==> src/rtl/nibble_serial_adder.sv <==
// nibble_serial_adder: streams a 4*NIB-bit add/subtract through an external
// 4-bit adder slice, one nibble per cycle, LSB first, with valid/ready on
// both the operand side and the result side.
module nibble_serial_adder #(
    parameter int NIB = 4
) (
    input  logic             clk,
    input  logic             rst_n,
    input  logic             in_valid,
    output logic             in_ready,
    input  logic [4*NIB-1:0] op_a,
    input  logic [4*NIB-1:0] op_b,
    input  logic             cin,
    input  logic             sub,
    output logic             out_valid,
    input  logic             out_ready,
    output logic [4*NIB-1:0] sum,
    output logic             cout,
    output logic             ovf,
    output logic [3:0]       add_a,
    output logic [3:0]       add_b,
    output logic             add_cin,
    input  logic [3:0]       add_s,
    input  logic             add_cout
);

    localparam int W  = 4 * NIB;
    localparam int IW = $clog2(NIB);

    typedef enum logic [1:0] {
        IDLE = 2'd0,
        RUN  = 2'd1,
        DONE = 2'd2
    } state_t;

    state_t        state;
    state_t        state_nxt;

    logic [W-1:0]  a_r;
    logic [W-1:0]  b_r;
    logic [W-1:0]  sum_r;
    logic          carry_r;
    logic          cout_r;
    logic          ovf_r;
    logic [IW-1:0] idx;

    logic [IW+1:0] base;
    logic          last_nib;
    logic          accept;
    logic          ovf_nxt;

    // Bit offset of the current nibble, and the "final nibble" marker.
    assign base     = {idx, 2'b00};
    assign last_nib = (idx == IW'(NIB - 1));
    assign accept   = (state == IDLE) && in_valid;

    // Signed overflow: both operand signs agree (b_r already inverted for
    // subtract) but the MSB nibble's sum bit disagrees with them.
    assign ovf_nxt  = (a_r[W-1] == b_r[W-1]) && (add_s[3] != a_r[W-1]);

    assign in_ready  = (state == IDLE);
    assign out_valid = (state == DONE);
    assign sum       = sum_r;
    assign cout      = cout_r;
    assign ovf       = ovf_r;

    // State register.
    always_ff @(posedge clk or negedge rst_n) begin
        if (!rst_n) begin
            state <= IDLE;
        end else begin
            state <= state_nxt;
        end
    end

    // Next-state logic and slice drive; the slice sees zeros outside RUN.
    always_comb begin
        state_nxt = state;
        add_a     = 4'd0;
        add_b     = 4'd0;
        add_cin   = 1'b0;
        case (state)
            IDLE: begin
                if (in_valid) begin
                    state_nxt = RUN;
                end
            end
            RUN: begin
                add_a   = a_r[base +: 4];
                add_b   = b_r[base +: 4];
                add_cin = carry_r;
                if (last_nib) begin
                    state_nxt = DONE;
                end
            end
            DONE: begin
                if (out_ready) begin
                    state_nxt = IDLE;
                end
            end
            default: begin
                state_nxt = IDLE;
            end
        endcase
    end

    // Operand capture on accept, then per-nibble result/carry capture in RUN;
    // results stay held through DONE and the following IDLE.
    always_ff @(posedge clk or negedge rst_n) begin
        if (!rst_n) begin
            a_r     <= '0;
            b_r     <= '0;
            sum_r   <= '0;
            carry_r <= 1'b0;
            cout_r  <= 1'b0;
            ovf_r   <= 1'b0;
            idx     <= '0;
        end else if (accept) begin
            a_r     <= op_a;
            b_r     <= sub ? ~op_b : op_b;
            carry_r <= sub ? 1'b1 : cin;
            idx     <= '0;
            sum_r   <= '0;
        end else if (state == RUN) begin
            sum_r[base +: 4] <= add_s;
            carry_r          <= add_cout;
            idx              <= idx + IW'(1);
            if (last_nib) begin
                cout_r <= add_cout;
                ovf_r  <= ovf_nxt;
            end
        end
    end

endmodule

==> config.mk <==
export PLATFORM = sky130hd
export DESIGN_NAME = nibble_serial_adder
export DESIGN_NICKNAME = d
export VERILOG_FILES = /design/src/rtl/nibble_serial_adder.sv
export SDC_FILE = /design/constraint.sdc
export NUM_CORES = 1
export LEC_CHECK = 0
export ABC_AREA = 1
export ABC_CLOCK_PERIOD_IN_PS = 4300
export CORE_UTILIZATION = 54
export DETAILED_ROUTE_END_ITERATION = 8
export PLACE_DENSITY = 0.93
export SLEW_MARGIN = 20
export SYNTH_ARGS = -nofsm -noshare
export SYNTH_HDL_FRONTEND = slang
export SYNTH_SLANG_ARGS = --single-unit
==> constraint.sdc <==
create_clock -name clk -period 4.3 [get_ports clk]
set_clock_uncertainty 0.05 [all_clocks]
set_input_delay 0.43 -clock clk [delete_from_list [all_inputs] [get_ports clk]]
set_output_delay 0.43 -clock clk [all_outputs]
set_load 0.05 [all_outputs]
==> impl_metrics.tcl <==
set metrics [dict create \
    status "finished, final reports clean" \
    dieHeight_um 76.2 \
    start_util_pct 57.1 \
    drt_iter0_drc 117 \
    design.die.area_sq_um 5810 \
    antenna_found_initial 0 \
    cts-resized-gates 0 \
    wl_per_cell_um 12.7 \
    routed_wl_mm 6.20 \
    reg2regPathDepth 6 \
    startpoint "idx[0]" \
    start_kind "flop" \
    nFillCells 408 \
    critPathArrivalTime_ps 2970 \
    met3_length_um 323 \
    insertion_delay_ps 310 \
    postCtsSetupRepairBufs 0 \
    setup_viol 0 \
    rows 26 \
    highest_layer "met4" \
    grt_pass1_vias 2380 \
    power_mw 2.78 \
    root_buffer "clkbuf_8" \
    grt_first_pass_wirelength_mm 10.8 \
    power.density_nw_per_um2 750 \
    diodes 0 \
    drcViolationCount 0 \
    cts_sinks 55 \
    overflow 0 \
    yosysTopAreaCell "dfrtp_1" \
    cts_tree "built" \
    r2r_setup_slack_ps 1820 \
    grt.total_usage_pct 23.4 \
    ys_ff_latch 55 \
    yosysMostFrequentCell "nand2_1" \
    async_reset_ff_share_pct 100 \
    maxSlewViolCount 0 \
    setup_tns_ps 0 \
    clkSlewWorstSetupHoldPaths_ps 90 \
    maxCapViolCount 0 \
    io_pins 72 \
    yosys_warnings 0 \
    syn-cell-area_sq_um 2970 \
    dieWidth_um 76.2 \
    min_path_type "in2async" \
    nets 466 \
    synth_fp_nets 404 \
    endpoint "add_a[0]" \
    utilization_pct 71.2 \
    finalCritPeriodShare_pct 80.3 \
    yosysTopAreaCellShare_pct 46.3 \
    synth_cell_types 25 \
    syn-instance-count 356 \
    synth_area_leaders "dfrtp_1 46%, nand2_1 10%, nand3_1 6.2%" \
    place.port_buffers 71 \
    avgSynthCellArea_sq_um 8.35 \
    synth_ff_type "dfrtp_1" \
    dp_hpwl_mm 4.37 \
    cts_buffers 5 \
    critPathKind "reg2out" \
    dr.pass1.iters 4 \
    hold_viol_final 0 \
    core_sq_um 5200 \
    tightest_slew_ps 992 \
    required_ps 3820 \
    fmax_mhz 290 \
    placed_cell_area_sq_um 3630 \
    slew_headroom_pct 33.9 \
    period_needed_ps 3450 \
    stdcell_area_sq_um 3710 \
    rsz0062_at_grt "false" \
    endpoint_kind "output port" \
    cts-htree-levels 2 \
    viasPerCell 5.09 \
    grt_max_degree 82 \
    gp_congestion 0.826 \
    wl_met1_mm 2.79 \
    syn_to_final_growth_pct 24.7 \
    cts_hold_buf 0 \
    drive_gt1_share_pct 11.5 \
    routed-wl-met2_mm 2.97 \
    synthTopCellsByCount "82 x nand2_1, 55 x dfrtp_1, 45 x inv_1" \
    ant_nets 0 \
    r2r-start "idx[0]" \
    r2r-end "sum[10]" \
    synth_edf_count 0 \
    ys_seq_area_share_pct 46.3 \
    p_leak_nw 1.73 \
    crit_fanout 24 \
    vias 2478 \
    clockBufferDepth 2 \
    ir_worst_vdd_uv 634 \
]
registers in the layout, summed over array words and instances, names as in the netlist:
| name | flops |
|---|---|
| idx | 2 |
| b_r | 16 |
| sum | 16 |
| ovf | 1 |
| cout | 1 |
| state | 2 |
| carry_r | 1 |
| a_r | 16 |
kinds of logic after synthesis:
kind of cell    after synthesis  share of synthesized area (%)
flops                        55                           46.3
buf+inv                      64                           10.6
simple gates                161                           23.6
fa+ha+maj                     5                           2.10
compound gates               55                           12.7
xor+xnor                     16                           4.71
routing by layer:
layer | up-vias | global-route usage, %
met2 | 76 | 39.5
met5 | - | 0
li1 | 1246 | -
met1 | 1147 | 29.5
met4 | 0 | 9.62
met3 | 9 | 4.55
final cells by class:
cell class | count | area [sq um] | share of cell area (%)
clock buffer | 6 | 72.6 | 1.96
multi-input combinational | 237 | 1280 | 34.6
timing repair buffer | 72 | 713 | 19.2
inverter | 47 | 176 | 4.76
tap | 70 | 87.6 | 2.36
sequential | 55 | 1380 | 37.1
worst min path at each step:
stage | startpoint | endpoint | slack, ps | depth (start not counted)
2_1_floorplan | rst_n | a_r[0] | 80 | 0
3_3_place_gp | b_r[6] | b_r[6] | 420 | 2
3_5_place_dp | b_r[8] | b_r[8] | 420 | 2
4_1_cts | rst_n | a_r[1] | 210 | 2
5_1_grt | rst_n | sum[10] | 240 | 2
6_report | rst_n | a_r[0] | 180 | 2
critical path, stage by stage, from the launching register on:
cell,delay [ps]
dfrtp_1,780
inv_1,550
nand2_1,180
nand3_1,100
a21oi_1,210
clkdlybuf4s50_1,840
through the flow:
stage / hold WS [ps] / cells / setup slack, ps
after floorplan: 84.4 / 356 / 2200
after global placement: 419 / 481 / 1330
after detailed placement: 421 / 481 / 1200
after CTS: 209 / 487 / 858
after global routing: 245 / 487 / 699
final: 179 / 487 / 849
layout by cell type, fill, tap and decap left out:
| master | netlist | layout |
|---|---|---|
| a21oi_1 | 8 | 8 |
| a21oi_2 | 16 | 16 |
| buf_2 | 6 | 1 |
| buf_4 | 2 | 1 |
| clkbuf_1 | 1 | 1 |
| clkbuf_8 | 0 | 5 |
| clkdlybuf4s50_1 | 0 | 70 |
| clkinv_1 | 1 | 1 |
| dfrtp_1 | 55 | 55 |
| ha_1 | 5 | 5 |
| inv_1 | 45 | 45 |
| inv_2 | 1 | 1 |
| nand2_1 | 82 | 82 |
| nand2_2 | 1 | 1 |
| nand2_4 | 1 | 1 |
| nand3_1 | 37 | 37 |
| nand4_1 | 2 | 2 |
| nor2_1 | 26 | 26 |
| nor2_2 | 11 | 11 |
| nor2_4 | 1 | 1 |
| o211ai_1 | 1 | 1 |
| o21ai_0 | 8 | 8 |
| o21ai_1 | 11 | 11 |
| o21ai_2 | 10 | 10 |
| o31ai_1 | 1 | 1 |
| xnor2_1 | 16 | 16 |
report_power, final:
group / switching (mW) / internal [mW]
clock network: 0.156 / 0.109
registers: 0.151 / 0.729
logic: 1.09 / 0.543
total: 1.40 / 1.38
No activity file was read; power rests on OpenSTA's default activity.
